===== config.mk =====
export PLATFORM = sky130hd
export DESIGN_NAME = s_axis_cc_adapt_x8
export DESIGN_NICKNAME = d
export VERILOG_FILES = /design/src/rtl/litepcie_cc_pkg.sv /design/src/rtl/s_axis_cc_adapt_x8_skid.sv /design/src/rtl/s_axis_cc_adapt_x8.sv
export SDC_FILE = /design/constraint.sdc
export NUM_CORES = 1
export LEC_CHECK = 0
export CORE_AREA = 10 10 228 230
export DETAILED_ROUTE_END_ITERATION = 6
export DIE_AREA = 0 0 238 240
export GPL_ROUTABILITY_DRIVEN = 0
export PLACE_DENSITY = 0.84
export SLEW_MARGIN = 20
export SYNTH_ARGS = -nofsm -noshare
export SYNTH_HDL_FRONTEND = slang
export SYNTH_HIERARCHICAL = 1
export SYNTH_SLANG_ARGS = --single-unit

===== constraint.sdc =====
create_clock -name user_clk -period 51.7 [get_ports user_clk]
set_clock_uncertainty 0.1 [all_clocks]
set_input_delay 5.17 -clock user_clk [delete_from_list [all_inputs] [get_ports user_clk]]
set_output_delay 5.17 -clock user_clk [all_outputs]
set_load 0.03 [all_outputs]

===== src/rtl/litepcie_cc_pkg.sv =====
// Shared definitions for the legacy-completion to AXIS CC adapter: header and
// descriptor field offsets, limits, and the descriptor builder.
package litepcie_cc_pkg;

  localparam int CC_DESC_DW = 3;
  localparam int MAX_DWCNT  = 1024;
  localparam int MAX_BC     = 4096;

  // Legacy 3DW completion header, bit offsets within the 96-bit header.
  localparam int LG_LEN_LSB     = 0;
  localparam int LG_ATTR_LSB    = 12;
  localparam int LG_EP_BIT      = 14;
  localparam int LG_TC_LSB      = 20;
  localparam int LG_TYPE0_BIT   = 24;
  localparam int LG_FMT1_BIT    = 30;
  localparam int LG_BC_LSB      = 32;
  localparam int LG_STATUS_LSB  = 45;
  localparam int LG_CPLID_LSB   = 48;
  localparam int LG_LOWADDR_LSB = 64;
  localparam int LG_TAG_LSB     = 72;
  localparam int LG_REQID_LSB   = 80;

  // CC descriptor, bit offsets within the 96-bit descriptor.
  localparam int CC_LOWADDR_LSB = 0;
  localparam int CC_BC_LSB      = 16;
  localparam int CC_LOCKED_BIT  = 29;
  localparam int CC_DWCNT_LSB   = 32;
  localparam int CC_STATUS_LSB  = 43;
  localparam int CC_POISON_BIT  = 46;
  localparam int CC_REQID_LSB   = 48;
  localparam int CC_TAG_LSB     = 64;
  localparam int CC_CPLID_LSB   = 72;
  localparam int CC_TC_LSB      = 89;
  localparam int CC_ATTR_LSB    = 92;

  typedef enum logic {
    ST_SOP  = 1'b0,
    ST_BODY = 1'b1
  } beat_state_e;

  function automatic logic [95:0] build_cc_desc(input logic [95:0] hdr, input logic err_fwd);
    logic [95:0] desc;
    logic [9:0]  len;
    logic [11:0] bc;
    desc = 96'd0;
    len  = hdr[LG_LEN_LSB +: 10];
    bc   = hdr[LG_BC_LSB +: 12];
    desc[CC_LOWADDR_LSB +: 7] = hdr[LG_LOWADDR_LSB +: 7];
    if (bc == 12'd0) begin
      desc[CC_BC_LSB +: 13] = 13'(MAX_BC);
    end else begin
      desc[CC_BC_LSB +: 13] = {1'b0, bc};
    end
    desc[CC_LOCKED_BIT] = hdr[LG_TYPE0_BIT];
    // Cpl/CplLk carry no data regardless of the length field.
    if (!hdr[LG_FMT1_BIT]) begin
      desc[CC_DWCNT_LSB +: 11] = 11'd0;
    end else if (len == 10'd0) begin
      desc[CC_DWCNT_LSB +: 11] = 11'(MAX_DWCNT);
    end else begin
      desc[CC_DWCNT_LSB +: 11] = {1'b0, len};
    end
    desc[CC_STATUS_LSB +: 3] = hdr[LG_STATUS_LSB +: 3];
    desc[CC_POISON_BIT]      = hdr[LG_EP_BIT] | err_fwd;
    desc[CC_REQID_LSB +: 16] = hdr[LG_REQID_LSB +: 16];
    desc[CC_TAG_LSB +: 8]    = hdr[LG_TAG_LSB +: 8];
    desc[CC_CPLID_LSB +: 16] = hdr[LG_CPLID_LSB +: 16];
    desc[CC_TC_LSB +: 3]     = hdr[LG_TC_LSB +: 3];
    desc[CC_ATTR_LSB +: 3]   = {1'b0, hdr[LG_ATTR_LSB +: 2]};
    return desc;
  endfunction

endpackage


===== src/rtl/s_axis_cc_adapt_x8_skid.sv =====
// Two-entry skid buffer with registered ready/valid/data; head entry drives the
// output directly so a stalled beat stays stable.
module axis_skid_buffer #(
  parameter int W = 8
) (
  input  logic         clk,
  input  logic         rst,
  input  logic [W-1:0] in_data,
  input  logic         in_valid,
  output logic         in_ready,
  output logic [W-1:0] out_data,
  output logic         out_valid,
  input  logic         out_ready
);

  logic [W-1:0] mem0_q, mem0_d;
  logic [W-1:0] mem1_q, mem1_d;
  logic [1:0]   cnt_q, cnt_d;
  logic         rdy_q, rdy_d;
  logic         vld_q, vld_d;
  logic         push_s, pop_s;

  // Occupancy update; ready is derived from the next occupancy so it is a flop.
  always_comb begin
    push_s = in_valid & rdy_q;
    pop_s  = vld_q & out_ready;
    mem0_d = mem0_q;
    mem1_d = mem1_q;
    cnt_d  = cnt_q;
    case (cnt_q)
      2'd0: begin
        if (push_s) begin
          mem0_d = in_data;
          cnt_d  = 2'd1;
        end else begin
          cnt_d  = 2'd0;
        end
      end
      2'd1: begin
        if (push_s && pop_s) begin
          mem0_d = in_data;
        end else if (push_s) begin
          mem1_d = in_data;
          cnt_d  = 2'd2;
        end else if (pop_s) begin
          cnt_d  = 2'd0;
        end else begin
          cnt_d  = 2'd1;
        end
      end
      2'd2: begin
        if (pop_s) begin
          mem0_d = mem1_q;
          cnt_d  = 2'd1;
        end else begin
          cnt_d  = 2'd2;
        end
      end
      default: cnt_d = 2'd0;
    endcase
    rdy_d = (cnt_d != 2'd2);
    vld_d = (cnt_d != 2'd0);
  end

  // State registers; storage needs no reset since it is qualified by valid.
  always_ff @(posedge clk) begin
    if (rst) begin
      cnt_q <= 2'd0;
      rdy_q <= 1'b0;
      vld_q <= 1'b0;
    end else begin
      cnt_q <= cnt_d;
      rdy_q <= rdy_d;
      vld_q <= vld_d;
    end
    mem0_q <= mem0_d;
    mem1_q <= mem1_d;
  end

  assign in_ready  = rdy_q;
  assign out_valid = vld_q;
  assign out_data  = mem0_q;

endmodule


===== src/rtl/s_axis_cc_adapt_x8.sv =====
// Legacy 3DW completion TLP stream to 256-bit AXIS CC descriptor format, with a
// payload length check that marks short/long packets as discontinued.
module s_axis_cc_adapt_x8
  import litepcie_cc_pkg::*;
#(
  parameter int DATA_WIDTH = 256,
  parameter int KEEP_WIDTH = DATA_WIDTH / 8
) (
  input  logic                     user_clk,
  input  logic                     user_reset,
  input  logic [DATA_WIDTH-1:0]    s_axis_cc_tdata,
  input  logic [KEEP_WIDTH-1:0]    s_axis_cc_tkeep,
  input  logic                     s_axis_cc_tlast,
  input  logic [3:0]               s_axis_cc_tuser,
  input  logic                     s_axis_cc_tvalid,
  output logic                     s_axis_cc_tready,
  output logic [DATA_WIDTH-1:0]    s_axis_cc_tdata_a,
  output logic [DATA_WIDTH/32-1:0] s_axis_cc_tkeep_a,
  output logic                     s_axis_cc_tlast_a,
  output logic [32:0]              s_axis_cc_tuser_a,
  output logic                     s_axis_cc_tvalid_a,
  input  logic [3:0]               s_axis_cc_tready_a,
  output logic                     cc_len_err
);

  localparam int NDW = DATA_WIDTH / 32;
  localparam int PW  = DATA_WIDTH + NDW + 2;

  beat_state_e           state_q, state_d;
  logic [10:0]           cnt_q, cnt_d;
  logic [10:0]           exp_q, exp_d;
  logic                  len_err_q, len_err_d;

  logic                  accept_s;
  logic                  skid_ready_s;
  logic [NDW-1:0]        keep_a_s;
  logic [3:0]            pcnt_s;
  logic [11:0]           sum_s;
  logic [10:0]           total_s;
  logic [95:0]           desc_s;
  logic [10:0]           exp_cnt_s;
  logic                  mismatch_s;
  logic                  disc_s;
  logic [DATA_WIDTH-1:0] data_s;
  logic [PW-1:0]         push_pl_s;
  logic [PW-1:0]         pop_pl_s;
  logic                  unused_ok_s;

  // Beat conversion, dword accounting and next-state logic.
  always_comb begin
    accept_s = s_axis_cc_tvalid & skid_ready_s;
    keep_a_s = '0;
    pcnt_s   = 4'd0;
    for (int i = 0; i < NDW; i++) begin
      keep_a_s[i] = s_axis_cc_tkeep[4*i];
      pcnt_s      = pcnt_s + {3'b000, s_axis_cc_tkeep[4*i]};
    end
    sum_s = {1'b0, cnt_q} + {8'd0, pcnt_s};
    if (sum_s > 12'd2047) begin
      total_s = 11'h7FF;
    end else begin
      total_s = sum_s[10:0];
    end

    desc_s = build_cc_desc(s_axis_cc_tdata[95:0], s_axis_cc_tuser[1]);
    data_s = s_axis_cc_tdata;
    if (state_q == ST_SOP) begin
      data_s[95:0] = desc_s;
      exp_cnt_s    = desc_s[CC_DWCNT_LSB +: 11];
    end else begin
      data_s[95:0] = s_axis_cc_tdata[95:0];
      exp_cnt_s    = exp_q;
    end

    // Accumulated count still includes the three header dwords.
    mismatch_s = ({1'b0, total_s} != ({1'b0, exp_cnt_s} + 12'(CC_DESC_DW)));
    disc_s     = s_axis_cc_tlast & mismatch_s;
    push_pl_s  = {data_s, keep_a_s, s_axis_cc_tlast, disc_s};

    state_d   = state_q;
    cnt_d     = cnt_q;
    exp_d     = exp_q;
    len_err_d = 1'b0;
    if (accept_s) begin
      exp_d = exp_cnt_s;
      if (s_axis_cc_tlast) begin
        state_d   = ST_SOP;
        cnt_d     = 11'd0;
        len_err_d = mismatch_s;
      end else begin
        state_d   = ST_BODY;
        cnt_d     = total_s;
        len_err_d = 1'b0;
      end
    end else begin
      len_err_d = 1'b0;
    end
  end

  // Beat FSM, dword counter and error pulse.
  always_ff @(posedge user_clk) begin
    if (user_reset) begin
      state_q   <= ST_SOP;
      cnt_q     <= 11'd0;
      exp_q     <= 11'd0;
      len_err_q <= 1'b0;
    end else begin
      state_q   <= state_d;
      cnt_q     <= cnt_d;
      exp_q     <= exp_d;
      len_err_q <= len_err_d;
    end
  end

  axis_skid_buffer #(
    .W(PW)
  ) u_skid (
    .clk      (user_clk),
    .rst      (user_reset),
    .in_data  (push_pl_s),
    .in_valid (s_axis_cc_tvalid),
    .in_ready (skid_ready_s),
    .out_data (pop_pl_s),
    .out_valid(s_axis_cc_tvalid_a),
    .out_ready(s_axis_cc_tready_a[0])
  );

  assign s_axis_cc_tready  = skid_ready_s;
  assign s_axis_cc_tdata_a = pop_pl_s[PW-1 -: DATA_WIDTH];
  assign s_axis_cc_tkeep_a = pop_pl_s[2 +: NDW];
  assign s_axis_cc_tlast_a = pop_pl_s[1];
  assign s_axis_cc_tuser_a = {32'd0, pop_pl_s[0]};
  assign cc_len_err        = len_err_q;

  assign unused_ok_s = ^{s_axis_cc_tkeep, s_axis_cc_tuser, s_axis_cc_tready_a};

endmodule


==> impl_metrics.ini, run 1 <==
[outcome]
status = complete, no violations

[floorplan]
rows = 80
num_io_pins = 601
die_y_um = 240
coreArea_um2 = 47300
die_area_um2 = 57100
dieWidth_um = 238
initial_core_util_pct = 48.4

[timing]
rsz0062_at_grt = false
holdWs_ns = 0.397
max_freq_mhz = 97.6
slew_violations = 0
hold_violations = 0
period_share_pct = 19.8
worst-slew-pin-transition_ns = 1.05
fin_crit_ns = 10.25
slew_headroom_pct = 30.0
finalSetupTns_ns = 0
finalSetupViolCount = 0

[clock_network]
tritoncts = done
clkSlewWorstSetupHoldPaths_ns = 0.06
ctsResizeCount = 0
cts_root_buffer = clkbuf_16
clock_latency_ns = 0.60
cts_made_buffers = 57
htreeDepth = 2
post_cts_buffers = 0
cts_buffer_depth = 3
cts_sinks = 560
cts_hold_buf = 0

[pwr]
p_leak_nw = 11.4
vdd_drop_max_mv = 0.0262
pwr_density_cell_nw_per_um2 = 34.7

[final_layout]
multi_input_area_um2 = 5690
area_growth_pct = 32.6
fin_cells = 3028
nets = 2659
drive_gt1_share_pct = 7.43
register_area_um2 = 16500
fillerInstances = 3409
final_cell_area_um2 = 30400

[detailed_routing]
drtIter0Drc = 1540
route.detailed.drc = 0
vias_per_cell = 5.22
drt-pass1-iter-count = 6
wl_mm = 68.4
postRouteAntennaNets = 0
vias = 15800
wl_per_cell_um = 22.6

[setup_path]
crit_type = in -> reg
critPathArrivalTime_ns = 10.49
end_kind = flip-flop
reg2reg_to = u_skid/out_data[0]$_DFFE_PP_
critPathRequiredTime_ns = 51.95
worst-r2r-setup-slack_ns = 46.72
cp-start-kind = input pin
r2r-start = cnt_q[0]$_SDFFE_PP0P_
cp_max_fo = 5
worstRegToRegCells = 15

[synthesis]
synth_fa_ha_area_share_pct = 0.819
synthDistinctLibCells = 60
yosysTopAreaCell = edfxtp_1
muxShareOfSynthArea_pct = 3.76
yosys_register_bits = 560
syn_area_per_cell_um2 = 12.6
synth-simple-area-share_pct = 16.3
postSynthCellCount = 1819
synth_edf_count = 532
synth_top_family_by_area = simple AND/OR/NAND/NOR gates
synth_top_area_share_pct = 69.7
synth_compound_area_share_pct = 2.59
synth_xor_area_share_pct = 0.671
synth_area_leaders = edfxtp_1, nand2_1, mux2_2, dfxtp_1, buf_4
yosysSeqAreaShare_pct = 72.1
synth_top_flop_cell = edfxtp_1
synthArstFlopShare_pct = 0
syn-cell-area_um2 = 22900
yosysWarnings = 6

[min_path]
hold_start = exp_q[7]$_SDFFE_PP0P_
hold_depth = 2
hold-path-endpoint = exp_q[7]$_SDFFE_PP0P_
hp-class = reg -> reg

[global_routing]
grt_pass1_vias = 16300
grt_max_degree = 183
grt-ovfl-total = 0
grt_pass1_wl_mm = 99.8
antenna_found_initial = 19
track_usage_pct = 23.0

[placement]
place_area_um2 = 28600
io_buffers = 538
dp_cells = 2903
post-dp-hpwl_mm = 47.5

[run]
maxCapViolations = 0
[where the power goes]
group / switching (mW) / internal (mW)
combinational: 0.0805 / 0.0560
clock: 0.171 / 0.221
sequential: 0.00614 / 0.520
total: 0.257 / 0.797
[how the worst max path moves through the flow]
stage / start / end / slack, ns / cells after the start
after floorplan: s_axis_cc_tready_a[0] / u_skid/out_data[0]$_DFFE_PP_ / 25.37 / 2
after global placement: s_axis_cc_tkeep[0] / u_skid/out_data[0]$_DFFE_PP_ / 41.00 / 17
after detailed placement: s_axis_cc_tkeep[0] / u_skid/out_data[0]$_DFFE_PP_ / 40.88 / 17
after CTS: s_axis_cc_tkeep[0] / u_skid/out_data[0]$_DFFE_PP_ / 41.51 / 17
after global routing: s_axis_cc_tkeep[0] / u_skid/out_data[0]$_DFFE_PP_ / 41.21 / 17
final: s_axis_cc_tkeep[0] / u_skid/out_data[0]$_DFFE_PP_ / 41.45 / 17
[cell families after synthesis]
| kind of cell | count (synthesis) |
|---|---|
| other | 1 |
| AND/OR/NAND/NOR | 937 |
| buffers and inverters | 131 |
| adder cells (fa/ha/maj) | 12 |
| AO/OA/AOI/OAI | 85 |
| multiplexers | 77 |
| XOR/XNOR | 16 |
| flip-flops | 560 |
[final cells by class]
type | count | area share, %
diodes | 18 | 0.148
inverters | 15 | 0.185
clock buffers | 79 | 5.13
multi-input cells | 1159 | 18.7
well taps | 615 | 2.53
flip-flops and latches | 560 | 54.4
repair buffers | 554 | 18.2
clock inverters | 28 | 0.712
[sequential cells by signal, summed over array words and instances (netlist names)]
name              count
u_skid/in_ready       1
u_skid/cnt_q          2
exp_q                11
u_skid/out_data     266
u_skid/mem1_q       266
u_skid/out_valid      1
cc_len_err            1
state_q               1
cnt_q                11
[placed cells by master (no fill, tap or decap), types with 6 or more instances in the layout]
cell type and n:
nand2_1 833, clkdlybuf4s50_1 538, edfxtp_1 532, mux2_2 69, clkbuf_16 57, nor2_1 34
conb_1 32, dfxtp_1 27, a21oi_1 19, diode_2 18, clkbuf_1 17, and2_1 16
inv_1 15, buf_4 15, nand3_1 13, o21ai_0 12, clkinv_1 11, a211oi_1 10
a22o_1 10, xnor2_1 9, mux2i_1 7, a22oi_1 7, nor3_1 7, ha_1 7
clkinv_2 7, xor2_1 6
[metrics by stage]
| stage | setup WS, ns | util [%] | total power, mW |
|---|---|---|---|
| detailed placement | 40.88 | 60.3 | 0.671 |
| floorplan | 25.37 | - | 0.621 |
| global route | 41.21 | 64.2 | 1.09 |
| finish | 41.45 | 64.2 | 1.05 |
| CTS | 41.51 | 64.1 | 1.06 |
| global placement | 41.00 | 60.3 | 0.667 |
[cell usage after synthesis, drive strengths merged (3+ instances only)]
master,number
nand2,833
ha,7
nor2b,4
edfxtp,532
xor2,6
nand3b,4
nand4,5
o21ai,12
nor3b,3
nand2b,3
clkbuf,15
a22o,10
mux2i,7
nor3,8
a221oi,4
dfxtp,28
nand3,14
a21oi,21
buf,101
a21boi,3
nor2,34
inv,15
a31oi,4
fa,5
nor4,5
and2,16
xnor2,9
a211oi,10
a22oi,7
mux2,70
[routing by layer]
layer  up-vias  part of all wire (%)  GRT usage [%]
li1       7291                     -              -
met1      7612                    36           26.2
met2       752                    50           38.9
met3       158                   9.8           7.02
met4         8                   4.0           11.1
met5         -                 0.077              0
[worst max-delay path: stages]
cell	delay [ns]
clkdlybuf4s50_1	0.49
fa_1	0.56
inv_1	0.05
fa_1	0.50
fa_1	0.44
fa_1	0.45
fa_1	0.47
nand2b_1	0.21
a21oi_4	0.21
nor3b_4	0.28
mux2_4	0.34
xnor3_1	0.34
or4_4	0.52
nor3_2	0.20
a21oi_1	0.12
nand2_1	0.08
nand2_1	0.06
(Power assumes the default switching activity.)
==> inputs of run 2 (changes only) <==
CORE_AREA = unset   (was 10 10 228 230)
CORE_MARGIN = 10   (was unset)
CORE_UTILIZATION = 49   (was unset)
DIE_AREA = unset   (was 0 0 238 240)
clock period = 9.6 ns   (was 51.7 ns; I/O delays follow)
==> impl_metrics.ini, run 2 (synthesis gave the netlist of run 1 again) <==
[clock_network]
clock_latency_ns = 0.58
ctsResizeCount = 0
htreeDepth = 2
cts_root_buffer = clkbuf_16
post_cts_buffers = 0
cts_hold_buf = 0
clkSlewWorstSetupHoldPaths_ns = 0.06
cts_made_buffers = 55
cts_sinks = 560
tritoncts = done
cts_buffer_depth = 3

[detailed_routing]
vias = 15900
wl_mm = 66.7
vias_per_cell = 5.30
drt-pass1-iter-count = 7
route.detailed.drc = 0
wl_per_cell_um = 22.2
postRouteAntennaNets = 0
drtIter0Drc = 1674

[timing]
worst-slew-pin-transition_ns = 1.12
fin_crit_ns = 6.01
slew_headroom_pct = 25.1
max_freq_mhz = 166
period_share_pct = 62.6
slew_violations = 0
finalSetupTns_ns = 0
rsz0062_at_grt = false
hold_violations = 0
holdWs_ns = 0.389
finalSetupViolCount = 0

[floorplan]
die_y_um = 236
die_area_um2 = 55800
coreArea_um2 = 46400
initial_core_util_pct = 49.4
num_io_pins = 601
rows = 79
dieWidth_um = 236

[setup_path]
cp_slowest_cell = fa_1
crit_type = in -> reg
critPathArrivalTime_ns = 6.24
path_delay_family = adder cells
cpPeakStageDelay_ns = 0.55
cp-start-kind = input pin
critPathRequiredTime_ns = 9.84
cp_max_fo = 5
crit_buf_inv = 2
worstSetupPathDepth = 17
worstRegToRegCells = 15
end_kind = flip-flop
cpMostUsedCell = fa_1
path_cells = clkdlybuf4s50_1 -> fa_1 -> inv_1 -> fa_1 -> fa_1 -> fa_1 -> fa_1 -> nand2b_1 -> a21oi_4 -> nor3b_4 -> mux2_4 -> xnor3_1 -> or4_4 -> nor3_2 -> a21oi_1 -> nand2_1 -> nand2_1

[global_routing]
grt_pass1_vias = 16000
grt-ovfl-total = 0
antenna_found_initial = 14
grt_max_degree = 153
track_usage_pct = 22.6
grt_pass1_wl_mm = 97.5

[placement]
io_buffers = 538
dp_cells = 2893
post-dp-hpwl_mm = 46.4

[min_path]
hp-class = reg -> reg
hold_depth = 2

[final_layout]
final_cell_mix = nand2_1, clkdlybuf4s50_1, edfxtp_1, mux2_2, clkbuf_16
register_area_um2 = 16500
fin_cells = 3000
fillerInstances = 3287
drive_gt1_share_pct = 7.22
nets = 2655
final_util_pct = 65.3
area_growth_pct = 32.1
final_common_cell = nand2_1
multi_input_area_um2 = 5690

[outcome]
status = complete, no violations

[pwr]
p_leak_nw = 11.4
vdd_drop_max_mv = 0.148
power.total_mw = 5.64
pwr_density_cell_nw_per_um2 = 186

[run]
maxCapViolations = 0
==> run 2: cell count changes in the layout (fill, tap and decap cells not counted), moves of 2 or more <==
cell,delta
diode_2,-7
clkbuf_8,-5
clkinv_1,-4
clkbuf_1,-3
buf_4,-2
bufinv_16,+2
clkinv_4,+2
clkinv_8,-2
==> run 2: final cells by class <==
type	instances	area share (%)
Antenna cell	11	0.0909
Clock buffer	71	4.88
Clock inverter	25	0.777
Inverter	15	0.186
Multi-Input combinational cell	1159	18.8
Sequential cell	560	54.6
Tap cell	607	2.51
Timing Repair Buffer	552	18.2
==> run 2: through the flow <==
stage | setup slack, ns | instance area (um2)
5_1_grt | 3.39 | 30300
2_1_floorplan | 0.352 | 23100
4_1_cts | 3.62 | 30300
6_report | 3.59 | 30300
3_5_place_dp | 2.98 | 28500
3_3_place_gp | 3.07 | 28500
==> run 2: metal layers <==
metal	GRT usage [%]	part of all wire, %
met2	38.4	51
met3	5.90	8.9
met4	9.15	3.4
met1	26.9	37
met5	0	0.078
==> run 2: worst paths after layout <==
path         slack, ns                  start                            to
max               3.59     s_axis_cc_tkeep[0]  u_skid/out_data[0]$_DFFE_PP_
min               0.39  exp_q[2]$_SDFFE_PP0P_         exp_q[2]$_SDFFE_PP0P_
max reg2reg       4.62  cnt_q[0]$_SDFFE_PP0P_  u_skid/out_data[0]$_DFFE_PP_
min reg2reg       0.39  exp_q[2]$_SDFFE_PP0P_         exp_q[2]$_SDFFE_PP0P_
==> run 2: where the power goes <==
part | leakage, nW | switching (mW) | internal (mW)
clock | 0.831 | 0.881 | 1.19
combinational | 5.44 | 0.430 | 0.301
sequential | 5.10 | 0.0330 | 2.80
total | 11.4 | 1.34 | 4.29
==> run 2: worst min-delay path, stage by stage (launching register included) <==
cell,delay (ns)
dfxtp_1,0.31
o21ai_0,0.07
a21oi_1,0.06
==> inputs of run 3 (changes only) <==
clock period = 6.05 ns   (was 9.6 ns; I/O delays follow)
==> impl_metrics.ini, run 3 (synthesis gave the netlist of run 1 again) <==
[detailed_routing]
vias_per_cell = 5.29
wl_per_cell_um = 22.5
drt-pass1-iter-count = 7
drtIter0Drc = 1699
route.detailed.drc = 1
wl_mm = 67.8
vias = 15900
postRouteAntennaNets = 0

[setup_path]
worstRegToRegCells = 15
worstSetupPathDepth = 17
worst-r2r-setup-slack_ns = 1.21
critPathArrivalTime_ns = 5.75
cp_max_fo = 3
end_kind = flip-flop
cp_slowest_cell = fa_1
crit_type = in -> reg
cpPeakStageDelay_ns = 0.55
crit_buf_inv = 2
path_cells = clkdlybuf4s50_1 -> fa_1 -> inv_1 -> fa_1 -> fa_1 -> fa_1 -> fa_1 -> nand2b_1 -> a21oi_4 -> nor3b_4 -> mux2_4 -> xnor3_1 -> or4_4 -> nor3_2 -> a21oi_1 -> nand2_1 -> nand2_1
path_delay_family = adder cells
cpMostUsedCell = fa_1
cp-start-kind = input pin
critPathRequiredTime_ns = 6.31

[final_layout]
final_cell_mix = nand2_1, clkdlybuf4s50_1, edfxtp_1, mux2_2, clkbuf_16
fillerInstances = 3206
drive_gt1_share_pct = 7.81
area_growth_pct = 33.1
nets = 2660
final_common_cell = nand2_1
final_util_pct = 65.8

[floorplan]
die_area_um2 = 55800
num_io_pins = 601
dieWidth_um = 236
die_y_um = 236
rows = 79
coreArea_um2 = 46400
initial_core_util_pct = 49.4

[timing]
fin_crit_ns = 5.50
rsz0062_at_grt = false
worst-slew-pin-transition_ns = 1.11
slew_violations = 0
finalSetupViolCount = 0
hold_violations = 0
slew_headroom_pct = 25.8
period_share_pct = 90.8
max_freq_mhz = 182
finalSetupTns_ns = 0

[run]
maxCapViolations = 0

[clock_network]
tritoncts = done
cts_buffer_depth = 3
post_cts_buffers = 0
cts_root_buffer = clkbuf_16
ctsResizeCount = 0
clock_latency_ns = 0.60
clkSlewWorstSetupHoldPaths_ns = 0.06
cts_hold_buf = 0
cts_sinks = 560
htreeDepth = 2
cts_made_buffers = 56

[pwr]
vdd_drop_max_mv = 0.292
pwr_density_cell_nw_per_um2 = 300
p_leak_nw = 11.5

[placement]
io_buffers = 538
post-dp-hpwl_mm = 46.4

[global_routing]
antenna_found_initial = 10
track_usage_pct = 23.2
grt_pass1_vias = 16300
grt_pass1_wl_mm = 100
grt_max_degree = 159
grt-ovfl-total = 0

[min_path]
hold_depth = 2
hp-class = reg -> reg

[outcome]
violations = DRC
status = finished, violations left
[run 3: cell count changes in the layout (fill, tap and decap cells not counted), sizes merged]
cell      delta
clkinv       +9
buf          +4
bufinv       +3
clkinvlp     -3
diode        -3
clkbuf       -2
[run 3: power breakdown]
part           internal (mW)  switching [mW]  total, mW
clock network           2.02            1.45       3.48
logic                  0.486           0.689       1.18
registers               4.44          0.0562       4.50
[run 3: cell type report]
type | count | area [um2] | share of cell area (%)
diodes | 8 | 20.0 | 0.0656
clock buffers | 69 | 1470 | 4.82
clock inverters | 34 | 353 | 1.16
inverters | 15 | 56.3 | 0.185
multi-input cells | 1159 | 5710 | 18.7
flip-flops and latches | 560 | 16500 | 54.2
well taps | 607 | 759 | 2.49
repair buffers | 556 | 5600 | 18.3
[run 3: worst reg2reg max path, cell delays in order, from the launching register on]
cell and delay [ns]:
dfxtp_1 0.34, inv_1 0.06, fa_1 0.51, fa_1 0.43
fa_1 0.43, fa_1 0.46, nand2b_1 0.21, a21oi_4 0.15
nor3b_4 0.23, mux2_4 0.33, xnor3_1 0.34, or4_4 0.52
nor3_2 0.24, a21oi_1 0.12, nand2_1 0.08, nand2_1 0.06
[run 3: metrics by stage]
stage | cells | instance area (um2) | worst slack, ns | hold WS [ns] | power [mW]
after floorplan | 1850 | 23100 | -1.33 | 0.350 | 5.23
after global placement | 2896 | 28600 | 0.0151 | 0.366 | 5.71
after detailed placement | 2896 | 28600 | -0.0822 | 0.380 | 5.74
after CTS | 2999 | 30500 | 0.557 | 0.389 | 9.21
after global routing | 3008 | 30500 | 0.344 | 0.410 | 9.46
final | 3008 | 30500 | 0.554 | 0.390 | 9.15
[run 3: final timing paths]
kind,from,end
setup / recovery,s_axis_cc_tkeep[0],u_skid/out_data[0]$_DFFE_PP_
hold / removal,exp_q[2]$_SDFFE_PP0P_,exp_q[2]$_SDFFE_PP0P_
setup reg to reg,cnt_q[0]$_SDFFE_PP0P_,u_skid/out_data[0]$_DFFE_PP_
hold reg to reg,exp_q[2]$_SDFFE_PP0P_,exp_q[2]$_SDFFE_PP0P_
[run 3: metal layers]
layer | share of wire, % | track usage [%]
met1 | 37 | 27.2
met2 | 49 | 38.8
met3 | 9.3 | 6.86
met4 | 4.2 | 10.6
met5 | 0.041 | 0
